$ cat src/rtl/hazard_stall_ctrl_if.sv
// Pipeline-to-hazard-controller bundle: stage register addresses and control in,
// forwarding selects, stall/flush controls and the stall counter out.
interface hazard_stall_ctrl_if #(
    parameter int unsigned REG_ADDR_W = 4,
    parameter int unsigned CNT_W      = 32
);
    logic [REG_ADDR_W-1:0] id_rs1;
    logic [REG_ADDR_W-1:0] id_rs2;
    logic                  id_use_rs1;
    logic                  id_use_rs2;
    logic [REG_ADDR_W-1:0] ex_rs1;
    logic [REG_ADDR_W-1:0] ex_rs2;
    logic [REG_ADDR_W-1:0] ex_rd;
    logic                  ex_reg_write;
    logic                  ex_mem_read;
    logic                  ex_jump_taken;
    logic [REG_ADDR_W-1:0] mem_rd;
    logic                  mem_reg_write;
    logic                  mem_req;
    logic                  mem_ready;
    logic [REG_ADDR_W-1:0] wb_rd;
    logic                  wb_reg_write;

    logic [1:0]            fwd_a;
    logic [1:0]            fwd_b;
    logic                  stall_if;
    logic                  stall_id;
    logic                  stall_ex;
    logic                  stall_mem;
    logic                  flush_id;
    logic                  flush_ex;
    logic                  flush_wb;
    logic                  mem_timeout;
    logic [CNT_W-1:0]      stall_cycles;

    modport master (
        output id_rs1, id_rs2, id_use_rs1, id_use_rs2,
        output ex_rs1, ex_rs2, ex_rd, ex_reg_write, ex_mem_read, ex_jump_taken,
        output mem_rd, mem_reg_write, mem_req, mem_ready,
        output wb_rd, wb_reg_write,
        input  fwd_a, fwd_b, stall_if, stall_id, stall_ex, stall_mem,
        input  flush_id, flush_ex, flush_wb, mem_timeout, stall_cycles
    );

    modport slave (
        input  id_rs1, id_rs2, id_use_rs1, id_use_rs2,
        input  ex_rs1, ex_rs2, ex_rd, ex_reg_write, ex_mem_read, ex_jump_taken,
        input  mem_rd, mem_reg_write, mem_req, mem_ready,
        input  wb_rd, wb_reg_write,
        output fwd_a, fwd_b, stall_if, stall_id, stall_ex, stall_mem,
        output flush_id, flush_ex, flush_wb, mem_timeout, stall_cycles
    );
endinterface

$ cat src/rtl/hazard_stall_ctrl.sv
// Hazard/stall controller for the 5-stage core: operand forwarding, load-use bubbles,
// jump flushes, data-memory wait FSM with timeout and a stall-cycle counter.
module hazard_stall_ctrl #(
    parameter int unsigned REG_ADDR_W  = 4,
    parameter int unsigned MEM_TIMEOUT = 64,
    parameter int unsigned CNT_W       = 32
) (
    input  logic              clk,
    input  logic              rst,
    hazard_stall_ctrl_if.slave bus
);
    localparam int unsigned TW = $clog2(MEM_TIMEOUT) + 1;

    typedef enum logic {
        RUN      = 1'b0,
        MEM_WAIT = 1'b1
    } state_t;

    state_t          state;
    state_t          state_nxt;
    logic [TW-1:0]   wait_cnt;
    logic [TW-1:0]   wait_cnt_nxt;
    logic            last_wait;
    logic            timeout_hit;
    logic            mem_stall;
    logic            load_use;
    logic            mem_timeout_q;
    logic [CNT_W-1:0] stall_cnt;

    logic [1:0]      fwd_a_c;
    logic [1:0]      fwd_b_c;
    logic            stall_if_c;
    logic            stall_id_c;
    logic            stall_ex_c;
    logic            stall_mem_c;
    logic            flush_id_c;
    logic            flush_ex_c;
    logic            flush_wb_c;

    // Final wait cycle: the access is abandoned here unless memory answers.
    assign last_wait   = (state == MEM_WAIT) && (wait_cnt == TW'(MEM_TIMEOUT - 1));
    assign timeout_hit = last_wait && !bus.mem_ready;
    assign mem_stall   = bus.mem_req && !bus.mem_ready && !last_wait;

    assign load_use = bus.ex_mem_read && (bus.ex_rd != '0) &&
                      ((bus.id_use_rs1 && (bus.id_rs1 == bus.ex_rd)) ||
                       (bus.id_use_rs2 && (bus.id_rs2 == bus.ex_rd)));

    always_ff @(posedge clk) begin
        if (rst) begin
            state    <= RUN;
            wait_cnt <= '0;
        end else begin
            state    <= state_nxt;
            wait_cnt <= wait_cnt_nxt;
        end
    end

    always_comb begin
        state_nxt    = state;
        wait_cnt_nxt = wait_cnt;
        case (state)
            RUN: begin
                if (bus.mem_req && !bus.mem_ready) begin
                    state_nxt    = MEM_WAIT;
                    wait_cnt_nxt = TW'(1);
                end
            end
            MEM_WAIT: begin
                if (bus.mem_ready || last_wait) begin
                    state_nxt    = RUN;
                    wait_cnt_nxt = '0;
                end else begin
                    wait_cnt_nxt = wait_cnt + TW'(1);
                end
            end
            default: begin
                state_nxt    = RUN;
                wait_cnt_nxt = '0;
            end
        endcase
    end

    // Forwarding selects, then stall/flush priority: memory wait > jump > load-use.
    always_comb begin
        fwd_a_c     = 2'b00;
        fwd_b_c     = 2'b00;
        stall_if_c  = 1'b0;
        stall_id_c  = 1'b0;
        stall_ex_c  = 1'b0;
        stall_mem_c = 1'b0;
        flush_id_c  = 1'b0;
        flush_ex_c  = 1'b0;
        flush_wb_c  = 1'b0;

        if (bus.mem_reg_write && (bus.mem_rd == bus.ex_rs1) && (bus.ex_rs1 != '0))
            fwd_a_c = 2'b10;
        else if (bus.wb_reg_write && (bus.wb_rd == bus.ex_rs1) && (bus.ex_rs1 != '0))
            fwd_a_c = 2'b01;

        if (bus.mem_reg_write && (bus.mem_rd == bus.ex_rs2) && (bus.ex_rs2 != '0))
            fwd_b_c = 2'b10;
        else if (bus.wb_reg_write && (bus.wb_rd == bus.ex_rs2) && (bus.ex_rs2 != '0))
            fwd_b_c = 2'b01;

        if (mem_stall) begin
            stall_if_c  = 1'b1;
            stall_id_c  = 1'b1;
            stall_ex_c  = 1'b1;
            stall_mem_c = 1'b1;
            flush_wb_c  = 1'b1;
        end else if (bus.ex_jump_taken) begin
            flush_id_c = 1'b1;
            flush_ex_c = 1'b1;
        end else if (load_use) begin
            stall_if_c = 1'b1;
            stall_id_c = 1'b1;
            flush_ex_c = 1'b1;
        end
    end

    always_ff @(posedge clk) begin
        if (rst) begin
            mem_timeout_q <= 1'b0;
            stall_cnt     <= '0;
        end else begin
            mem_timeout_q <= timeout_hit;
            stall_cnt     <= stall_cnt + CNT_W'(stall_if_c);
        end
    end

    assign bus.fwd_a        = fwd_a_c;
    assign bus.fwd_b        = fwd_b_c;
    assign bus.stall_if     = stall_if_c;
    assign bus.stall_id     = stall_id_c;
    assign bus.stall_ex     = stall_ex_c;
    assign bus.stall_mem    = stall_mem_c;
    assign bus.flush_id     = flush_id_c;
    assign bus.flush_ex     = flush_ex_c;
    assign bus.flush_wb     = flush_wb_c;
    assign bus.mem_timeout  = mem_timeout_q;
    assign bus.stall_cycles = stall_cnt;
endmodule

$ cat src/flat_wrapper.sv
// flat-port wrapper written by rule: the top's interface ports become plain ports
module hazard_stall_ctrl_flat 
#(
    parameter int unsigned REG_ADDR_W  = 4,
    parameter int unsigned MEM_TIMEOUT = 64,
    parameter int unsigned CNT_W       = 32
)
  (clk, rst, bus_id_rs1, bus_id_rs2, bus_id_use_rs1, bus_id_use_rs2, bus_ex_rs1, bus_ex_rs2, bus_ex_rd, bus_ex_reg_write, bus_ex_mem_read, bus_ex_jump_taken, bus_mem_rd, bus_mem_reg_write, bus_mem_req, bus_mem_ready, bus_wb_rd, bus_wb_reg_write, bus_fwd_a, bus_fwd_b, bus_stall_if, bus_stall_id, bus_stall_ex, bus_stall_mem, bus_flush_id, bus_flush_ex, bus_flush_wb, bus_mem_timeout, bus_stall_cycles);
  hazard_stall_ctrl_if #(.REG_ADDR_W(REG_ADDR_W), .CNT_W(CNT_W)) bus_i ();
  input  logic clk;
  input  logic rst;
  input wire logic [$bits(bus_i.id_rs1)-1:0] bus_id_rs1;
  input wire logic [$bits(bus_i.id_rs2)-1:0] bus_id_rs2;
  input wire logic [$bits(bus_i.id_use_rs1)-1:0] bus_id_use_rs1;
  input wire logic [$bits(bus_i.id_use_rs2)-1:0] bus_id_use_rs2;
  input wire logic [$bits(bus_i.ex_rs1)-1:0] bus_ex_rs1;
  input wire logic [$bits(bus_i.ex_rs2)-1:0] bus_ex_rs2;
  input wire logic [$bits(bus_i.ex_rd)-1:0] bus_ex_rd;
  input wire logic [$bits(bus_i.ex_reg_write)-1:0] bus_ex_reg_write;
  input wire logic [$bits(bus_i.ex_mem_read)-1:0] bus_ex_mem_read;
  input wire logic [$bits(bus_i.ex_jump_taken)-1:0] bus_ex_jump_taken;
  input wire logic [$bits(bus_i.mem_rd)-1:0] bus_mem_rd;
  input wire logic [$bits(bus_i.mem_reg_write)-1:0] bus_mem_reg_write;
  input wire logic [$bits(bus_i.mem_req)-1:0] bus_mem_req;
  input wire logic [$bits(bus_i.mem_ready)-1:0] bus_mem_ready;
  input wire logic [$bits(bus_i.wb_rd)-1:0] bus_wb_rd;
  input wire logic [$bits(bus_i.wb_reg_write)-1:0] bus_wb_reg_write;
  output wire logic [$bits(bus_i.fwd_a)-1:0] bus_fwd_a;
  output wire logic [$bits(bus_i.fwd_b)-1:0] bus_fwd_b;
  output wire logic [$bits(bus_i.stall_if)-1:0] bus_stall_if;
  output wire logic [$bits(bus_i.stall_id)-1:0] bus_stall_id;
  output wire logic [$bits(bus_i.stall_ex)-1:0] bus_stall_ex;
  output wire logic [$bits(bus_i.stall_mem)-1:0] bus_stall_mem;
  output wire logic [$bits(bus_i.flush_id)-1:0] bus_flush_id;
  output wire logic [$bits(bus_i.flush_ex)-1:0] bus_flush_ex;
  output wire logic [$bits(bus_i.flush_wb)-1:0] bus_flush_wb;
  output wire logic [$bits(bus_i.mem_timeout)-1:0] bus_mem_timeout;
  output wire logic [$bits(bus_i.stall_cycles)-1:0] bus_stall_cycles;
  assign bus_i.id_rs1 = bus_id_rs1;
  assign bus_i.id_rs2 = bus_id_rs2;
  assign bus_i.id_use_rs1 = bus_id_use_rs1;
  assign bus_i.id_use_rs2 = bus_id_use_rs2;
  assign bus_i.ex_rs1 = bus_ex_rs1;
  assign bus_i.ex_rs2 = bus_ex_rs2;
  assign bus_i.ex_rd = bus_ex_rd;
  assign bus_i.ex_reg_write = bus_ex_reg_write;
  assign bus_i.ex_mem_read = bus_ex_mem_read;
  assign bus_i.ex_jump_taken = bus_ex_jump_taken;
  assign bus_i.mem_rd = bus_mem_rd;
  assign bus_i.mem_reg_write = bus_mem_reg_write;
  assign bus_i.mem_req = bus_mem_req;
  assign bus_i.mem_ready = bus_mem_ready;
  assign bus_i.wb_rd = bus_wb_rd;
  assign bus_i.wb_reg_write = bus_wb_reg_write;
  assign bus_fwd_a = bus_i.fwd_a;
  assign bus_fwd_b = bus_i.fwd_b;
  assign bus_stall_if = bus_i.stall_if;
  assign bus_stall_id = bus_i.stall_id;
  assign bus_stall_ex = bus_i.stall_ex;
  assign bus_stall_mem = bus_i.stall_mem;
  assign bus_flush_id = bus_i.flush_id;
  assign bus_flush_ex = bus_i.flush_ex;
  assign bus_flush_wb = bus_i.flush_wb;
  assign bus_mem_timeout = bus_i.mem_timeout;
  assign bus_stall_cycles = bus_i.stall_cycles;
  hazard_stall_ctrl #(.REG_ADDR_W(REG_ADDR_W), .MEM_TIMEOUT(MEM_TIMEOUT), .CNT_W(CNT_W)) u_core (.clk(clk), .rst(rst), .bus(bus_i));
endmodule
$ cat config.mk
export PLATFORM = sky130hd
export DESIGN_NAME = hazard_stall_ctrl_flat
export DESIGN_NICKNAME = d
export VERILOG_FILES = /design/src/rtl/hazard_stall_ctrl_if.sv /design/src/rtl/hazard_stall_ctrl.sv /design/src/flat_wrapper.sv
export SDC_FILE = /design/constraint.sdc
export NUM_CORES = 1
export LEC_CHECK = 0
export BUFFER_PORTS_ARGS = -buffer_cell sky130_fd_sc_hd__buf_2
export CORE_UTILIZATION = 40
export DETAILED_ROUTE_END_ITERATION = 7
export PLACE_DENSITY_LB_ADDON = 0.2
export SYNTH_ARGS = -nofsm -noshare
export SYNTH_HDL_FRONTEND = slang
export SYNTH_SLANG_ARGS = --single-unit
$ cat constraint.sdc
create_clock -name clk -period 7.9 [get_ports clk]
set_clock_uncertainty 0.15 [all_clocks]
set_input_delay 1.975 -clock clk [delete_from_list [all_inputs] [get_ports clk]]
set_output_delay 1.975 -clock clk [all_outputs]
set_load 0.02 [all_outputs]
==> run_results.csv, run 1 <==
group,metric,value,unit
status,status,"finished clean",
worst_setup_path,critPathKind,"input port to output port",
worst_setup_path,cp.required,5.78,ns
timing,worst_slew_pin_slew,0.744,ns
worst_hold_path,worstHoldStart,"u_core.wait_cnt[6]",
place,place_congestion,0.805,
worst_setup_path,crit_path_end_kind,"output port",
route,drcViolationCount,0,
worst_setup_path,critPathCapture,"bus_stall_id",
timing,period_minus_slack,5.29,ns
timing,fmax,189,MHz
clocking,htree_levels,2,
worst_hold_path,hold_path.class,"flop to flop",
synthesis,ys.flop_type,"dfxtp_1",
timing,tns,0,ns
timing,setup_viol,0,
clocking,numCtsBuffers,5,
synthesis,synth_top_area_share,0.375,
route,antenna_left,0,
synthesis,avgSynthCellArea,8.42,sq um
route,drt_iter0_drc,49,
global_route,grt-ovfl-total,0,
floorplan,core,5200,sq um
timing,drv_slew,0,
route,routed_wl,4.80,mm
floorplan,die_y,76.0,microns
synthesis,yosysMostFrequentCell,"dfxtp_1",
worst_setup_path,cp_max_fo,3,
timing,slew_headroom,0.504,
power,p_leak,1.16,nW
clocking,root_buffer,"clkbuf_8",
worst_setup_path,reg2reg_slack,4.52,ns
synthesis,seq_area_frac_synth,0.375,
worst_setup_path,rr_worst_depth,11,
synthesis,ys_top_cells_by_area,"dfxtp_1, xor2_1, xnor2_1",
synthesis,synth_cells,260,
floorplan,io_pins,83,
floorplan,initial_core_util,0.421,
finish,antenna_cells,0,
floorplan,die_width,76.0,microns
clocking,cts.sinks,41,
clocking,clk_pin_slew,0.07,ns
global_route,grtUsageTotal,0.175,
power,power,0.382,mW
clocking,cts-hold-fix-buffers,0,
worst_setup_path,rr_startpoint,"u_core.wait_cnt[0]",
route,via_per_inst,5.05,
timing,rsz0062_at_grt,"no",
worst_setup_path,cp.arrival,3.17,ns
global_route,first_global_vias,1862,
clocking,cts_tree,"yes",
synthesis,synth_top_cells_by_count,"dfxtp_1, nor2_1, xor2_1",
synthesis,synth_top_area_cell,"dfxtp_1",
timing,fin_crit_sh,0.670,
synthesis,syn_area,2190,sq um
clocking,cts.path.max_buffers,2,
route,routed-via-count,2056,
finish,areaGrowthSynthToFinish,23.0,%
finish,drive_gt1_frac,0.267,
floorplan,fp-row-count,26,
synthesis,synth_nets,302,
flow_run,cap_violations,0,
global_route,grt_pass1_wl,8.38,mm
power,ir_worst_vdd,0.0970,mV
synthesis,synth_edf_count,0,
worst_setup_path,crit_start,"bus_ex_rd[1]",
worst_setup_path,cp-start-kind,"input port",
place,dpl.hpwl,3.53,mm
timing,final_hold_viol_count,0,
global_route,antenna_found_initial,0,
synthesis,yosysWarnings,0,
synthesis,ys_ff_latch,41,
clocking,post_cts_resized,0,
finish,nNetsFinal,378,
worst_setup_path,rr_endpoint,"u_core.bus.stall_cycles[14]",
clocking,post_cts_buffers,0,
route,drt_first_pass_iters,4,
finish,postLayoutCoreUtil,0.517,
clocking,clk_latency,0.29,ns
route,wire_per_inst,11.8,microns
global_route,grt_max_degree,43,
synthesis,synth-async-reset-ratio,0,
place,portBuffers,81,
synthesis,yosysUniqueCellTypes,37,
power,cellPowerDensity,142,nW/um^2
floorplan,dieArea,5770,sq um
[state kept, by name, summed over array words and instances (netlist names)]
signal                   cells
u_core.bus.mem_timeout       1
u_core.state                 1
u_core.bus.stall_cycles     32
u_core.wait_cnt              7
[metal layers]
metal	part of all wire	global-route usage
met1	0.46	0.217
met2	0.46	0.292
met3	0.075	0.0563
met4	0.0079	0.0519
met5	0	0
[through the flow]
stage | std cells | hold slack, ns | cell area, sq um | worst slack [ns]
after detailed placement | 399 | 0.320 | 2610 | 2.59
after CTS | 407 | 0.331 | 2690 | 2.58
after floorplan | 260 | 0.308 | 2190 | 2.54
after global placement | 399 | 0.317 | 2610 | 2.59
final | 407 | 0.329 | 2690 | 2.61
after global routing | 407 | 0.347 | 2690 | 2.43
[cell usage in the layout (no fill, tap or decap), types with 5 or more instances in the layout]
cell      Yosys  layout
nand4_1      16      16
o21ai_0       8       8
xnor2_1      18      18
and3_1        8       8
and4_1        5       5
a21oi_1      14      14
nor3_1       16      16
nand3_1      12      12
buf_2         2      81
dfxtp_1      41      41
clkbuf_8      0       5
nor2_1       35      35
xor2_1       28      28
nand2_1       9       9
[cell families after synthesis]
family          synth area share
simple gates               0.303
buf+inv                   0.0389
compound gates            0.0817
xor+xnor                   0.184
flops                      0.375
fa+ha+maj                 0.0171
[critical path, stage by stage]
cell and delay [ns]:
buf_2 0.12, xor2_1 0.16, nor3_1 0.19, nand3_1 0.10, a21o_1 0.20, o21bai_1 0.22, buf_2 0.21
[final cells by class]
| cell class | instances | area (sq um) |
|---|---|---|
| Multi-Input combinational cell | 203 | 1280 |
| Timing Repair Buffer | 81 | 405 |
| Clock buffer | 8 | 80.1 |
| Sequential cell | 41 | 821 |
| Tap cell | 70 | 87.6 |
| Inverter | 4 | 15.0 |
| Fill cell | 511 | 2510 |
[worst min-delay path by stage]
stage,cells after the start,end
2_1_floorplan,1,u_core.wait_cnt[6]
3_3_place_gp,1,u_core.wait_cnt[6]
3_5_place_dp,1,u_core.wait_cnt[6]
4_1_cts,1,u_core.wait_cnt[6]
5_1_grt,1,u_core.wait_cnt[6]
6_report,1,u_core.wait_cnt[6]
[power breakdown]
| part | total, mW | switching (mW) | internal [mW] |
|---|---|---|---|
| clock network | 0.128 | 0.0652 | 0.0627 |
| logic | 0.0450 | 0.0250 | 0.0200 |
| registers | 0.209 | 0.00133 | 0.208 |
(Power assumes the default switching activity.)
==> inputs of run 2 (changes only) <==
==> constraint.sdc (replaced) <==
create_clock -name clk -period 5.2 [get_ports clk]
set_clock_uncertainty 0.15 [all_clocks]
set_input_delay 1.3 -clock clk [delete_from_list [all_inputs] [get_ports clk]]
set_output_delay 1.3 -clock clk [all_outputs]
set_load 0.02 [all_outputs]
==> run 2 against run 1 <==
  * Global-route usage grew 0.42 points
  * Largest power group unchanged
  * Setup slack worse by 1.4 ns
  * Final area rose by 0.23%
  * Utilization up 0.12 points
  * Sequential share of layout area decreased by 0.071 points
  * Critical path type unchanged
  * Sequential power is 52% higher
  * Hold slack about the same
  * Highest routed layer unchanged
==> run_results.csv, run 2 (same netlist as run 1, synthesis figures left out) <==
group,metric,value,unit
worst_setup_path,cp.required,3.75,ns
floorplan,fp-row-count,26,
finish,postLayoutCoreUtil,0.519,
finish,final_common_cell,"buf_2",
clocking,cts-hold-fix-buffers,0,
route,drt-met1-wl,2.31,mm
worst_setup_path,cp_max_fo,3,
clocking,post_cts_resized,0,
timing,slew_headroom,0.498,
clocking,numCtsBuffers,5,
flow_run,cap_violations,0,
worst_setup_path,cpMostUsedCell,"buf_2",
worst_setup_path,slowest_delay,0.22,ns
timing,rsz0062_at_grt,"no",
finish,largest_reg_flops,32,
clocking,cts.path.max_buffers,2,
finish,antenna_cells,0,
worst_hold_path,worstHoldStart,"u_core.wait_cnt[6]",
floorplan,die_width,76.0,microns
finish,nFillCells,512,
global_route,first_global_vias,1880,
worst_hold_path,hold_path.class,"flop to flop",
worst_setup_path,crit_path_end_kind,"output port",
clocking,root_buffer,"clkbuf_8",
floorplan,dieArea,5770,sq um
global_route,grtUsageTotal,0.180,
status,status,"finished clean",
clocking,post_cts_buffers,0,
timing,setup_viol,0,
route,topRoutingLayerUsed,"met4",
clocking,htree_levels,2,
route,antenna_left,0,
worst_setup_path,cpMaxStageDelayCell,"o21bai_1",
timing,tns,0,ns
worst_setup_path,cp-start-kind,"input port",
route,via_per_inst,5.17,
power,cellPowerDensity,220,nW/um^2
global_route,grt-ovfl-total,0,
route,wl_met2,2.30,mm
timing,fin_crit_sh,0.759,
finish,layout_common_cells,"buf_2, dfxtp_1, nor2_1",
clocking,cts_tree,"yes",
global_route,grt_max_degree,43,
route,met3_wirelength,306,microns
finish,layout.cells.non_filler,406,
finish,nNetsFinal,378,
place,place_congestion,0.806,
route,routed-via-count,2099,
clocking,clk_pin_slew,0.07,ns
timing,final_hold_viol_count,0,
route,wire_per_inst,12.2,microns
place,portBuffers,81,
floorplan,initial_core_util,0.421,
power,power.switching,0.143,mW
power,p_comb_frac,0.116,
route,routed_wl,4.97,mm
route,drt_iter0_drc,85,
clocking,cts.sinks,41,
finish,areaGrowthSynthToFinish,23.3,%
worst_setup_path,reg2reg_slack,1.80,ns
worst_setup_path,rr_startpoint,"u_core.wait_cnt[0]",
power,ir_worst_vdd,0.149,mV
place,place_area,2610,sq um
finish,drive_gt1_frac,0.271,
global_route,antenna_found_initial,0,
timing,period_minus_slack,3.95,ns
power,intPower,0.452,mW
power,p_leak,1.17,nW
floorplan,core,5200,sq um
place,dpl.hpwl,3.59,mm
timing,worst_slew_pin_slew,0.754,ns
timing,whs,0.329,ns
timing,drv_slew,0,
finish,fin_area,2700,sq um
floorplan,die_y,76.0,microns
route,drt_first_pass_iters,4,
worst_setup_path,critPathKind,"input port to output port",
power,swShare,0.241,
power,pwr-share-seq,0.534,
place,place_inst,399,
global_route,grt_pass1_wl,8.61,mm
floorplan,io_pins,83,
worst_setup_path,crit_start,"bus_ex_rd[1]",
clocking,clk_latency,0.28,ns
worst_setup_path,cp.arrival,2.50,ns
power,clock_power_share,0.350,
worst_setup_path,crit_chain,"buf_2 > xor2_1 > nor3_1 > nand3_1 > a21o_1 > o21bai_1 > buf_2",
timing,fmax,253,MHz
route,drcViolationCount,0,
[run 2: layer usage]
| metal | GRT usage | vias up |
|---|---|---|
| li1 | - | 1055 |
| met1 | 0.220 | 971 |
| met2 | 0.309 | 68 |
| met3 | 0.0479 | 5 |
| met4 | 0.0519 | 0 |
| met5 | 0 | - |
[run 2: cell type report]
type | count | area [sq um] | area share
multi-input cells | 203 | 1280 | 0.476
inverters | 4 | 15.0 | 0.00556
flip-flops and latches | 41 | 821 | 0.304
repair buffers | 81 | 405 | 0.150
well taps | 70 | 87.6 | 0.0325
clock buffers | 7 | 86.3 | 0.0320
[run 2: final timing paths]
path,end,cells after the start
setup / recovery,bus_stall_id,7
hold / removal,u_core.wait_cnt[6],1
setup reg to reg,u_core.bus.stall_cycles[14],11
hold reg to reg,u_core.wait_cnt[6],1
[run 2: metrics by stage]
step,worst slack [ns],power [mW]
2_1_floorplan,1.19,0.365
3_3_place_gp,0.991,0.393
3_5_place_dp,1.00,0.394
4_1_cts,1.24,0.605
5_1_grt,1.02,0.626
6_report,1.25,0.595
[run 2: power groups by stage]
stage	sequential, mW	combinational, mW	clock [mW]
floorplan	0.327	0.0385	0
global placement	0.325	0.0677	0
detailed placement	0.325	0.0690	0
CTS	0.318	0.0694	0.218
global route	0.318	0.0763	0.231
finish	0.318	0.0687	0.208
[run 2: worst max-delay path: cells and delay by family]
kind / cells / cell delay, ns
AO/OA/AOI/OAI: 2 / 0.42
buffers and inverters: 2 / 0.33
AND/OR/NAND/NOR: 2 / 0.29
XOR/XNOR: 1 / 0.15
==> inputs of run 3 (changes only) <==
==> constraint.sdc (replaced) <==
create_clock -name clk -period 3.2 [get_ports clk]
set_clock_uncertainty 0.15 [all_clocks]
set_input_delay 0.8 -clock clk [delete_from_list [all_inputs] [get_ports clk]]
set_output_delay 0.8 -clock clk [all_outputs]
set_load 0.02 [all_outputs]
==> run 3 against run 2 <==
  * Clock-buffer cell count stayed put
  * Routed wire length is 2.1% lower
  * Sequential power up 63%
  * Hold slack better by 0.0049 ns
  * Clock power increased by 79%
  * Total power rose by 69%
  * Cell count increased by 2.7%
  * Global-route usage shrank 0.32 points
  * Largest power group unchanged
==> run_results.csv, run 3 (same netlist as run 1, synthesis figures left out) <==
group,metric,value,unit
finish,layout_common_cells,"buf_2, dfxtp_1, nor2_1",
clocking,post_cts_buffers,0,
finish,largest_reg_flops,32,
place,post-place-ws,-0.0224,ns
worst_setup_path,rr_startpoint,"u_core.wait_cnt[0]",
clocking,numCtsBuffers,5,
clocking,clk_pin_slew,0.08,ns
finish,regArea,821,sq um
worst_setup_path,crit_chain,"buf_2 > xor2_1 > nor3_1 > nand3_1 > a21o_1 > o21bai_2 > buf_4 > buf_2",
clocking,clk_latency,0.29,ns
worst_setup_path,rr_worst_depth,12,
route,via_per_inst,5.01,
floorplan,die_width,76.0,microns
timing,fin_ws,0.269,ns
worst_setup_path,cp_max_fo,3,
timing,fin_crit_sh,0.916,
worst_setup_path,crit_start,"bus_ex_rd[1]",
floorplan,fp-row-count,26,
worst_setup_path,cp-start-kind,"input port",
route,routed_wl,4.87,mm
power,p_leak,1.23,nW
route,wire_per_inst,11.7,microns
flow_run,cap_violations,0,
global_route,antenna_found_initial,0,
worst_setup_path,reg2reg_slack,0.38,ns
timing,period_minus_slack,2.93,ns
route,drcViolationCount,0,
timing,fmax,341,MHz
worst_setup_path,cpMostUsedCell,"buf_2",
worst_setup_path,critPathCapture,"bus_stall_id",
global_route,grt-ovfl-total,0,
global_route,grt_max_degree,39,
worst_setup_path,cp.arrival,1.98,ns
timing,whs,0.334,ns
finish,final_common_cell,"buf_2",
timing,slew_headroom,0.735,
place,place_congestion,0.806,
place,dpl.hpwl,3.67,mm
clocking,cts-hold-fix-buffers,0,
timing,setup_viol,0,
finish,antenna_cells,0,
worst_setup_path,rr_endpoint,"u_core.bus.stall_cycles[18]",
worst_setup_path,crit_buf_inv,3,
clocking,cts.path.max_buffers,2,
worst_setup_path,crit_path_end_kind,"output port",
floorplan,initial_core_util,0.421,
clocking,post_cts_resized,0,
route,drt_iter0_drc,60,
status,status,"finished clean",
global_route,grtUsageTotal,0.177,
finish,multi_input_area,1290,sq um
route,antenna_left,0,
clocking,htree_levels,2,
place,portBuffers,81,
floorplan,dieArea,5770,sq um
floorplan,die_y,76.0,microns
power,ir_worst_vdd,0.258,mV
worst_hold_path,hold_path.class,"flop to flop",
clocking,root_buffer,"clkbuf_8",
finish,nFillCells,529,
worst_setup_path,slowest_delay,0.21,ns
worst_setup_path,path_depth,8,
floorplan,io_pins,83,
finish,areaGrowthSynthToFinish,27.7,%
timing,rsz0062_at_grt,"no",
worst_setup_path,cpMaxStageDelayCell,"a21o_1",
route,drt_first_pass_iters,4,
worst_setup_path,cp.required,2.25,ns
global_route,grt_pass1_wl,8.47,mm
clocking,cts.sinks,41,
worst_setup_path,critPathKind,"input port to output port",
timing,worst_slew_pin_slew,0.387,ns
power,cellPowerDensity,359,nW/um^2
timing,drv_slew,0,
timing,final_hold_viol_count,0,
finish,nNetsFinal,388,
worst_setup_path,cp_top_family,"buffers and inverters",
clocking,cts_tree,"yes",
finish,drive_gt1_frac,0.303,
global_route,first_global_vias,1915,
floorplan,core,5200,sq um
route,routed-via-count,2088,
-- run 3: changes by cell type in the layout (fill, tap and decap cells not counted) --
cell	previous run	this run
clkbuf_8	6	7
a21oi_1	14	13
o21bai_2	0	1
buf_4	0	10
clkinv_2	0	1
o21bai_1	1	0
clkbuf_1	1	0
a21oi_2	0	1
-- run 3: per-layer routing --
layer / up-vias / GRT usage / wire [microns]
met1: 944 / 0.217 / 2270
met4: 0 / 0.0635 / 67
met2: 62 / 0.295 / 2210
li1: 1077 / - / -
met5: - / 0 / 0
met3: 5 / 0.0491 / 319
-- run 3: per-stage QoR --
stage               cell area (sq um)  std cells   util  total power [mW]  TNS (ns)
finish                           2800        417  0.537              1.00         0
global route                     2800        417  0.537              1.05         0
CTS                              2800        417  0.537              1.02         0
detailed placement               2700        409  0.518             0.643   -0.0224
global placement                 2700        409  0.518             0.642         0
floorplan                        2200        260      -             0.594         0
-- run 3: how the worst min path moves through the flow --
stage / slack, ns / end / cells after the start / startpoint
3_5_place_dp: 0.33 / u_core.wait_cnt[6] / 1 / u_core.wait_cnt[6]
6_report: 0.33 / u_core.wait_cnt[6] / 1 / u_core.wait_cnt[6]
2_1_floorplan: 0.31 / u_core.wait_cnt[6] / 1 / u_core.wait_cnt[6]
3_3_place_gp: 0.32 / u_core.wait_cnt[6] / 1 / u_core.wait_cnt[6]
5_1_grt: 0.37 / u_core.wait_cnt[6] / 1 / u_core.wait_cnt[6]
4_1_cts: 0.34 / u_core.wait_cnt[6] / 1 / u_core.wait_cnt[6]
-- run 3: area by class of cell --
type | count | area share
timing repair buffer | 91 | 0.172
sequential | 41 | 0.294
inverter | 4 | 0.00537
tap | 70 | 0.0313
clock buffer | 7 | 0.0345
multi-input combinational | 203 | 0.462
clock inverter | 1 | 0.00179
-- run 3: where the power goes --
part	switching, mW	internal [mW]	total, mW
clock	0.177	0.195	0.372
sequential	0.00327	0.513	0.517
combinational	0.0623	0.0521	0.114
total	0.243	0.761	1.00
